==> src/rtl/systolic_pkg.sv <==
// Shared types and default geometry for the systolic array operand feeder.
package systolic_pkg;

   typedef enum logic [1:0] {
      IDLE,
      FEED,
      FLUSH,
      DONE
   } fsm_state_t;

   localparam int DATA_W_DEF = 8;
   localparam int ROWS_DEF   = 4;
   localparam int COLS_DEF   = 4;
   localparam int K_MAX_DEF  = 16;

endpackage

==> src/rtl/skew_delay_line.sv <==
// Synchronous-reset shift register used to skew one operand lane; DEPTH=0 is a plain wire.
module skew_delay_line #(
   parameter int W     = 8,
   parameter int DEPTH = 0
) (
   input  logic         clk,
   input  logic         rst,
   input  logic [W-1:0] d,
   output logic [W-1:0] q
);

   generate
      if (DEPTH == 0) begin : g_wire
         logic unused_ok;
         assign unused_ok = ^{clk, rst};
         assign q = d;
      end else begin : g_shift
         logic [W-1:0] stages [DEPTH];

         always_ff @(posedge clk) begin
            if (rst) begin
               for (int k = 0; k < DEPTH; k++) begin
                  stages[k] <= '0;
               end
            end else begin
               stages[0] <= d;
               for (int k = 1; k < DEPTH; k++) begin
                  stages[k] <= stages[k-1];
               end
            end
         end

         assign q = stages[DEPTH-1];
      end
   endgenerate

endmodule

==> src/rtl/systolic_feeder.sv <==
// Operand feeder for the wavefront systolic array: accepts K-slices, applies the
// diagonal skew per lane, and sequences one tile followed by a skew flush.
module systolic_feeder
   import systolic_pkg::*;
#(
   parameter int DATA_W = DATA_W_DEF,
   parameter int ROWS   = ROWS_DEF,
   parameter int COLS   = COLS_DEF,
   parameter int K_MAX  = K_MAX_DEF,
   parameter int KW     = $clog2(K_MAX + 1)
) (
   input  logic                   clk,
   input  logic                   rst,
   input  logic                   start,
   input  logic [KW-1:0]          k_len,
   input  logic                   s_valid,
   output logic                   s_ready,
   input  logic [ROWS*DATA_W-1:0] s_a,
   input  logic [COLS*DATA_W-1:0] s_b,
   output logic [ROWS*DATA_W-1:0] a_in_bus,
   output logic [COLS*DATA_W-1:0] b_in_bus,
   output logic                   valid_in,
   output logic                   busy,
   output logic                   done
);

   // Deepest lane delay; FLUSH runs one extra cycle so that lane's output
   // register has presented the last slice before done is raised.
   localparam int F          = ((ROWS > COLS) ? ROWS : COLS) - 1;
   localparam int FW         = $clog2(F + 2);
   localparam int FLUSH_LAST = F;

   fsm_state_t state, next_state;

   logic [KW-1:0]          k_lat;
   logic [KW-1:0]          slice_cnt;
   logic [KW-1:0]          k_clamped;
   logic [FW-1:0]          flush_cnt;
   logic                   accept;
   logic [ROWS*DATA_W-1:0] a_head, a_dly;
   logic [COLS*DATA_W-1:0] b_head, b_dly;

   assign accept    = s_valid && s_ready;
   assign k_clamped = (k_len > KW'(K_MAX)) ? KW'(K_MAX) : k_len;

   // Bubbles and idle cycles push zeros down every lane so no stale data leaks out.
   assign a_head = accept ? s_a : '0;
   assign b_head = accept ? s_b : '0;

   generate
      for (genvar i = 0; i < ROWS; i++) begin : g_a_lane
         skew_delay_line #(.W(DATA_W), .DEPTH(i)) u_dly (
            .clk (clk),
            .rst (rst),
            .d   (a_head[(i+1)*DATA_W-1 -: DATA_W]),
            .q   (a_dly[(i+1)*DATA_W-1 -: DATA_W])
         );
      end
      for (genvar j = 0; j < COLS; j++) begin : g_b_lane
         skew_delay_line #(.W(DATA_W), .DEPTH(j)) u_dly (
            .clk (clk),
            .rst (rst),
            .d   (b_head[(j+1)*DATA_W-1 -: DATA_W]),
            .q   (b_dly[(j+1)*DATA_W-1 -: DATA_W])
         );
      end
   endgenerate

   always_comb begin
      next_state = state;
      s_ready    = 1'b0;
      busy       = 1'b0;
      done       = 1'b0;
      case (state)
         IDLE: begin
            if (start) begin
               next_state = (k_len == '0) ? DONE : FEED;
            end
         end
         FEED: begin
            s_ready = 1'b1;
            busy    = 1'b1;
            if (accept && ((slice_cnt + KW'(1)) == k_lat)) begin
               next_state = FLUSH;
            end
         end
         FLUSH: begin
            busy = 1'b1;
            if (flush_cnt == FW'(FLUSH_LAST)) begin
               next_state = DONE;
            end
         end
         DONE: begin
            done       = 1'b1;
            next_state = IDLE;
         end
         default: next_state = IDLE;
      endcase
   end

   always_ff @(posedge clk) begin
      if (rst) begin
         state     <= IDLE;
         k_lat     <= '0;
         slice_cnt <= '0;
         flush_cnt <= '0;
         a_in_bus  <= '0;
         b_in_bus  <= '0;
         valid_in  <= 1'b0;
      end else begin
         state    <= next_state;
         a_in_bus <= a_dly;
         b_in_bus <= b_dly;
         valid_in <= accept;
         if (state == IDLE && start) begin
            k_lat     <= k_clamped;
            slice_cnt <= '0;
         end else if (accept) begin
            slice_cnt <= slice_cnt + KW'(1);
         end
         flush_cnt <= (state == FLUSH) ? flush_cnt + FW'(1) : '0;
      end
   end

endmodule

==> config.mk <==
export PLATFORM = sky130hd
export DESIGN_NAME = systolic_feeder
export DESIGN_NICKNAME = d
export VERILOG_FILES = /design/src/rtl/systolic_pkg.sv /design/src/rtl/skew_delay_line.sv /design/src/rtl/systolic_feeder.sv
export SDC_FILE = /design/constraint.sdc
export NUM_CORES = 1
export LEC_CHECK = 0
export CORE_MARGIN = 5
export CORE_UTILIZATION = 42
export DETAILED_ROUTE_END_ITERATION = 12
export PLACE_DENSITY = 0.76
export SLEW_MARGIN = 20
export SYNTH_ARGS = -nofsm -noshare
export SYNTH_HDL_FRONTEND = slang
export SYNTH_SLANG_ARGS = --single-unit
==> constraint.sdc <==
create_clock -name clk -period 1.6 [get_ports clk]
set_input_delay 0.32 -clock clk [delete_from_list [all_inputs] [get_ports clk]]
set_output_delay 0.32 -clock clk [all_outputs]
set_load 0.1 [all_outputs]
== After elaboration in Yosys (flattened, before gate mapping) ==
Memory sizes are Yosys's and may differ from the RTL's. A register that Yosys moved wholly into a read port is not among the register bits.
Cells that the tools add are included.

* Output and inout port bits: 68
* Word-level logic and storage cells: 76
* Flip-flop bits (word level): 32
* Memories kept: 6
* Memory bits (writable): 96
* Input bits: 73

{| class="wikitable"
|+ Memories
! name !! words !! width !! rd ports !! clocked after memory_dff !! wr ports !! RTL line !! text
|-
| g_a_lane[3].u_dly.g_shift.stages || 3 || 8 || 3 || 1 || 3 || skew_delay_line.sv:18 || <nowiki>logic [W-1:0] stages [DEPTH];</nowiki>
|-
| g_b_lane[3].u_dly.g_shift.stages || 3 || 8 || 3 || 1 || 3 || skew_delay_line.sv:18 ||
|-
| g_a_lane[2].u_dly.g_shift.stages || 2 || 8 || 2 || 1 || 2 || skew_delay_line.sv:18 ||
|-
| g_b_lane[2].u_dly.g_shift.stages || 2 || 8 || 2 || 1 || 2 || skew_delay_line.sv:18 ||
|-
| g_a_lane[1].u_dly.g_shift.stages || 1 || 8 || 1 || 1 || 1 || skew_delay_line.sv:18 ||
|-
| g_b_lane[1].u_dly.g_shift.stages || 1 || 8 || 1 || 1 || 1 || skew_delay_line.sv:18 ||
|}

* Bitwise logic cells: 12
* Reductions and logical operators: 12
* Multiplexer cells: 28
* $lt $le $gt $ge: 1
* Add/subtract/negate cells: 2
* Eq/ne operators: 8

{| class="wikitable"
|+ Operators with widths
! cell !! number
|-
| $mux 8 || 12
|-
| $mux 32 || 2
|-
| $reduce_or 8->1 || 2
|-
| $or 1x1->1 || 10
|-
| $mux 1 || 8
|-
| $mux 2 || 4
|-
| $pmux 2 s4 || 1
|-
| $reduce_or 2->1 || 4
|-
| $ne 2x2->1 const B || 3
|-
| $add 5x1->5 const B || 1
|-
| $eq 5x5->1 || 1
|-
| $gt 5x5->1 const B || 1
|-
| $logic_not 5->1 || 1
|-
| $mux 5 || 1
|-
| $eq 2x2->1 const B || 2
|-
| $add 3x1->3 const B || 1
|-
| $eq 3x2->1 const B || 1
|-
| $logic_and 1x1->1 || 3
|-
| $reduce_and 3->1 || 1
|-
| $eq 2x1->1 const B || 1
|-
| $logic_not 2->1 || 1
|-
| $not 1->1 || 2
|}

== Logic depth before layout (Yosys ltp) ==
Gate-level depths: netlist of run 1.

* Word-level depth: 6
* Gate-level depth with buffers: 7
* Depth with buffers taken out: 7

== Cells and area by module ==
Synthesis of run 1 repeated with hierarchy kept, for this count alone.

* Cells, all modules: 555
* Area total of the unflattened synthesis: 6110.9 um^2

{| class="wikitable"
|+ Modules (own cells, without submodules)
! module !! seq. area each (um^2) !! cells an instance !! instances !! area each (um^2)
|-
| systolic_feeder || 1601.5 || 309 || 1 || 3015.4
|-
| skew_delay_line (g_a_lane[3].u_dly ...) || 480.5 || 58 || 2 || 753.2
|-
| skew_delay_line (g_a_lane[2].u_dly ...) || 320.3 || 41 || 2 || 524.3
|-
| skew_delay_line (g_a_lane[1].u_dly ...) || 160.2 || 16 || 2 || 210.2
|-
| skew_delay_line (g_a_lane[0].u_dly ...) || 0.0 || 8 || 2 || 60.1
|}

== Worst setup path after synthesis of run 1 ==
OpenSTA, ideal clock, no wires.

* Path kind: reg2reg
* Start: register state[1]
* End: register a_in_bus[0]
* Arrival: 2271 ps
* Path buffers: 2
* Slack: -730 ps
* Required time: 1541 ps
* Library setup time: 59 ps
* Cell stages (with the launch flop): 8
* Clock period less this slack: 2330 ps
* Cells stage by stage: dfxtp_1 > inv_1 > ha_1 > nand2_1 > nor2_1 > clkbuf_1 > clkbuf_1 > and2_1

* Cells in the longest elaborated chain, start to end: 5

{| class="wikitable"
|+ Ends and longest elaborated chain
! element !! RTL line !! text
|-
| start, declared || systolic_feeder.sv:33 || <nowiki>fsm_state_t state, next_state;</nowiki>
|-
| start signal, assigned || systolic_feeder.sv:111 || <nowiki>state <= next_state;</nowiki>
|-
| $eq 2x1->1 || systolic_feeder.sv:74 || <nowiki>case (state)</nowiki>
|-
| $mux 1 || systolic_feeder.sv:74 ||
|-
| net s_ready || systolic_feeder.sv:17 || <nowiki>output logic s_ready,</nowiki>
|-
| $logic_and 1x1->1 || systolic_feeder.sv:43 || <nowiki>assign accept = s_valid && s_ready;</nowiki>
|-
| $not 1->1 (no source line) || n/a ||
|-
| $reduce_or 2->1 (no source line) || n/a ||
|-
| end signal, assigned || systolic_feeder.sv:112 || <nowiki>a_in_bus <= a_dly;</nowiki>
|-
| end, declared || systolic_feeder.sv:20 || <nowiki>output logic [ROWS*DATA_W-1:0] a_in_bus,</nowiki>
|}

The timed path passes the listed nets, and every way through them passes these cells.
A chain may end at the register's enable or synchronous reset.

== Final worst setup path of run 1 ==
* Start: register state[0]
* End: output port busy

* Cells in the longest elaborated chain, start to end: 3
* Elaborated cells on any way between the ends: 4
* Classes of those cells: 2 x eq/ne; 1 x mux; 1 x reduce/logical

{| class="wikitable"
|+ Ends and longest elaborated chain
! element !! RTL line !! text
|-
| $eq 2x2->1 or $eq 2x1->1 (tied branches) || systolic_feeder.sv:74 ||
|-
| $reduce_or 2->1 (no source line) (*) || n/a ||
|-
| $mux 1 (*) || systolic_feeder.sv:74 ||
|-
| end, declared || systolic_feeder.sv:23 || <nowiki>output logic busy,</nowiki>
|}

Mark *: on every way between the ends. The rest lies on a longest branch, timed or not.

==> results of run 1 <==
[layout by cell type (no fill, tap or decap), types with 2 or more instances in the layout]
cell | netlist | final
nand3_1 | 5 | 4
nor2_1 | 12 | 10
inv_6 | 0 | 4
inv_2 | 0 | 2
clkinv_4 | 0 | 2
nor3b_1 | 5 | 5
ha_4 | 0 | 4
clkdlybuf4s50_1 | 0 | 71
xor2_1 | 4 | 4
xnor2_2 | 0 | 2
ha_1 | 8 | 3
inv_1 | 7 | 5
clkinvlp_4 | 0 | 4
nor2b_1 | 97 | 97
buf_4 | 0 | 11
nand2_1 | 5 | 4
clkbuf_16 | 0 | 17
dfxtp_1 | 176 | 171
and2_1 | 64 | 63
a211oi_2 | 2 | 4
nand2b_1 | 2 | 2
o21ai_0 | 4 | 4
or3_1 | 2 | 2
dfxtp_2 | 0 | 5
a21oi_1 | 8 | 8
buf_12 | 0 | 69
[metrics by stage]
| step | cells | instance area, µm² | TNS [ps] |
|---|---|---|---|
| floorplan | 433 | 5160 | -668 |
| global placement | 711 | 7440 | -223 |
| detailed placement | 711 | 7440 | -492 |
| CTS | 744 | 8030 | 0 |
| global route | 745 | 8110 | -124 |
| finish | 745 | 8110 | 0 |
[synth_stat cells]
cell / instances
nor2_1: 12
a21o_2: 1
nand2_1: 5
o22ai_1: 1
dfxtp_1: 176
or3_4: 1
o21ai_0: 4
nand2b_1: 2
xor2_1: 4
nor3b_1: 5
a31oi_4: 1
nor2b_1: 97
ha_1: 8
nor3_4: 1
or3_1: 2
buf_1: 1
or4_1: 1
a211oi_1: 2
nand3_1: 5
a41oi_1: 1
inv_1: 7
and2_1: 64
clkbuf_1: 17
a21oi_1: 8
nor2b_4: 1
xnor2_1: 3
o21ai_1: 1
a211oi_2: 2
[power groups by stage]
stage | sequential [mW] | clock (mW) | combinational [mW]
CTS | 4.71 | 3.93 | 2.32
global route | 4.73 | 4.12 | 2.57
global placement | 4.79 | 0 | 2.15
detailed placement | 4.80 | 0 | 2.21
floorplan | 5.15 | 0 | 1.01
finish | 4.71 | 3.83 | 2.45
[what timing repair did]
item                                    in CTS  in global routing
setup buffers                                2                  1
hold buffers                                 0                  0
resized for setup                            7                 15
endpoints found under the setup margin       5                  5
pin swaps                                    3                 10
[per-layer routing]
layer  global-route usage  wire (µm)  vias up
met2                0.256       5520       91
met3               0.0543        556       21
met1                0.132       3600     1479
li1                     -          -     1649
met5                    0         20        -
met4               0.0715        263        2
[state kept, by name, summed over array words and instances (netlist names)]
| register | cells |
|---|---|
| b_in_bus | 32 |
| flush_cnt | 3 |
| valid_in | 1 |
| k_lat | 5 |
| state | 2 |
| slice_cnt | 5 |
| g_a_lane.u_dly.g_shift.stages | 48 |
| a_in_bus | 32 |
| g_b_lane.u_dly.g_shift.stages | 48 |
[logic make-up (layout without fill, tap and decap cells)]
| kind of cell | count (synthesis) | after routing | share of synthesized area |
|---|---|---|---|
| fa+ha+maj | 8 | 8 | 0.0195 |
| simple gates | 196 | 196 | 0.235 |
| xor+xnor | 7 | 7 | 0.0119 |
| compound gates | 21 | 21 | 0.0292 |
| flops | 176 | 176 | 0.686 |
| buf+inv | 25 | 190 | 0.0183 |
[layout make-up]
type | count | area share
inverters | 7 | 0.00324
repair buffers | 152 | 0.269
well taps | 147 | 0.0227
multi-input cells | 232 | 0.201
clock buffers | 18 | 0.0529
flip-flops and latches | 176 | 0.435
clock inverters | 13 | 0.0159
[worst max-delay path, stage by stage, from the launching register on]
cell,delay (ps)
dfxtp_2,350
inv_2,60
ha_4,280
buf_12,170
[how the worst max path moves through the flow]
stage	from	to	slack, ps
6_report	state[0]	busy	7
5_1_grt	state[0]	busy	-30
4_1_cts	slice_cnt[0]	state[1]	4
3_5_place_dp	k_len[3]	state[1]	-230
3_3_place_gp	k_len[3]	state[1]	-200
2_1_floorplan	state[1]	a_in_bus[4]	-20
==> Implementation_results.wiki, run 1 <==
{| class="wikitable"
! Metric !! Value
|-
| Area fraction of the dominant cell type after synthesis || 0.686
|-
| Static Leakage || 3.20 nW
|-
| Place WS || -231 ps
|-
| Multi-input combinational cell area || 1630 µm²
|-
| Internal power contribution || 7.81 mW
|-
| Cell types occupying the most area after synthesis || dfxtp_1, nor2b_1, and2_1
|-
| Yosys synthesis warning count || 0
|-
| Global-route wire length before repair || 15600 µm
|-
| Number of port buffers || 140
|-
| Clock Latency Late Sink || 410 ps
|-
| Antenna viol nets, final || 0
|-
| Largest area contributor in the synthesized netlist || dfxtp_1
|-
| Number of pins exceeding their max-slew limit in the final report || 0
|-
| Flop and latch count out of synthesis || 176
|-
| Switching fraction of total power || 0.289
|-
| Residual DRC || 0
|-
| Area delta synth->final || 58.0%
|-
| Post-DP HPWL || 7070 µm
|-
| Number of instances in the synthesized netlist || 433
|-
| Grt ovf || 0
|-
| Data required time of the worst path || 1280 ps
|-
| Smallest setup slack after layout || 6.55 ps
|-
| Crit Reg-Reg Endpoint || state[1]
|-
| Syn Nets || 514
|-
| Root buffer selected by CTS || clkbuf_16
|-
| VDD IR-drop max || 0.000876 V
|-
| Path type of the worst min-delay path || primary input to register
|-
| Combinational power share || 0.223
|-
| Sw Pwr || 3.17 mW
|-
| TritonCTS buffer count || 17
|-
| Post-Route Utilization || 0.676
|-
| Sequential-to-total area share from yosys stat || 0.686
|-
| Post-layout minimum cycle time || 1590 ps
|-
| Overall die area || 14500 µm²
|-
| Hold worst-path end || state[1]
|-
| Maximum buffer depth of the clock tree || 2
|-
| Tightest hold margin || 251 ps
|-
| Global placement routability congestion || 0.765
|-
| Number of antenna violations at the first check in global routing || 1
|-
| Share of final-layout standard cells stronger than drive strength 1 || 0.234
|-
| Critical register-to-register path startpoint || slice_cnt[1]
|-
| Y dimension of the die || 121 µm
|-
| Maximum level of the CTS H-tree || 4
|-
| Maximum clock rate || 628 MHz
|-
| Crit path DAT || 1270 ps
|-
| Relative slew margins || 0.714
|-
| Antenna diode count || 0
|-
| Standard cell core area || 12000 µm²
|-
| Total wire length after detailed routing || 9950 µm
|-
| FF-to-FF path depth || 6
|-
| Clock skew || 9.93 ps
|-
| Final Hold Viols || 0
|-
| Worst Hold Launch || rst
|-
| Number of global-route vias before repair || 3290
|-
| Fin crit share || 0.996
|-
| Maximum fanout count along the critical path || 3
|-
| Slack of the worst reg-to-reg path || 50 ps
|-
| Final routed wire length divided by cell count || 13.4 µm
|-
| Fill count || 849
|-
| Die span in x || 121 µm
|-
| Netlist area before placement || 5140 µm²
|-
| Top-level port count || 141
|-
| Maximum number of pins on one net before global-route repair || 66
|-
| CTS tree || yes
|-
| Per-instance average area after synthesis || 11.9 µm²
|-
| Power per cell area || 1350 nW/µm²
|-
| Number of vias in the routed layout || 3242
|-
| Critical Path Source Type || register
|-
| Unrepaired setup endpoints after global routing || true
|-
| Status || completed
|-
| Router iterations before antenna repair || 4
|-
| Initial DRC count || 150
|-
| Count of max-cap constraint violations || 0
|-
| Number of instances on the worst hold path || 2
|-
| Effective utilization at floorplan || 0.428
|-
| Net total in the final layout || 667
|-
| Storage element area || 3530 µm²
|-
| Setup-failing EPs final || 0
|-
| Total Routing Usage GR || 0.139
|-
| Flop pwr share || 0.429
|-
| Number of core rows || 40
|-
| Worst Tran Pin Value || 429 ps
|-
| Worst Path Class, Setup || register to output pin
|-
| Clk pin slew, worst setup/hold paths || 70 ps
|-
| Part of the power in the clock network || 0.348
|-
| Total power draw || 11.0 mW
|-
| Routed vias/inst || 4.35
|-
| Endpoint kind of the worst setup timing path || output pin
|-
| Clock sink count || 176
|-
| Number of library cell types mapped by synthesis || 28
|}
(Power assumes the default switching activity.)
==> inputs of run 2 (changes only) <==
- GPL_ROUTABILITY_DRIVEN: default -> 0
==> results of run 2 <==
Same layout as run 1: the final DEF is identical, and so are final timing and power.
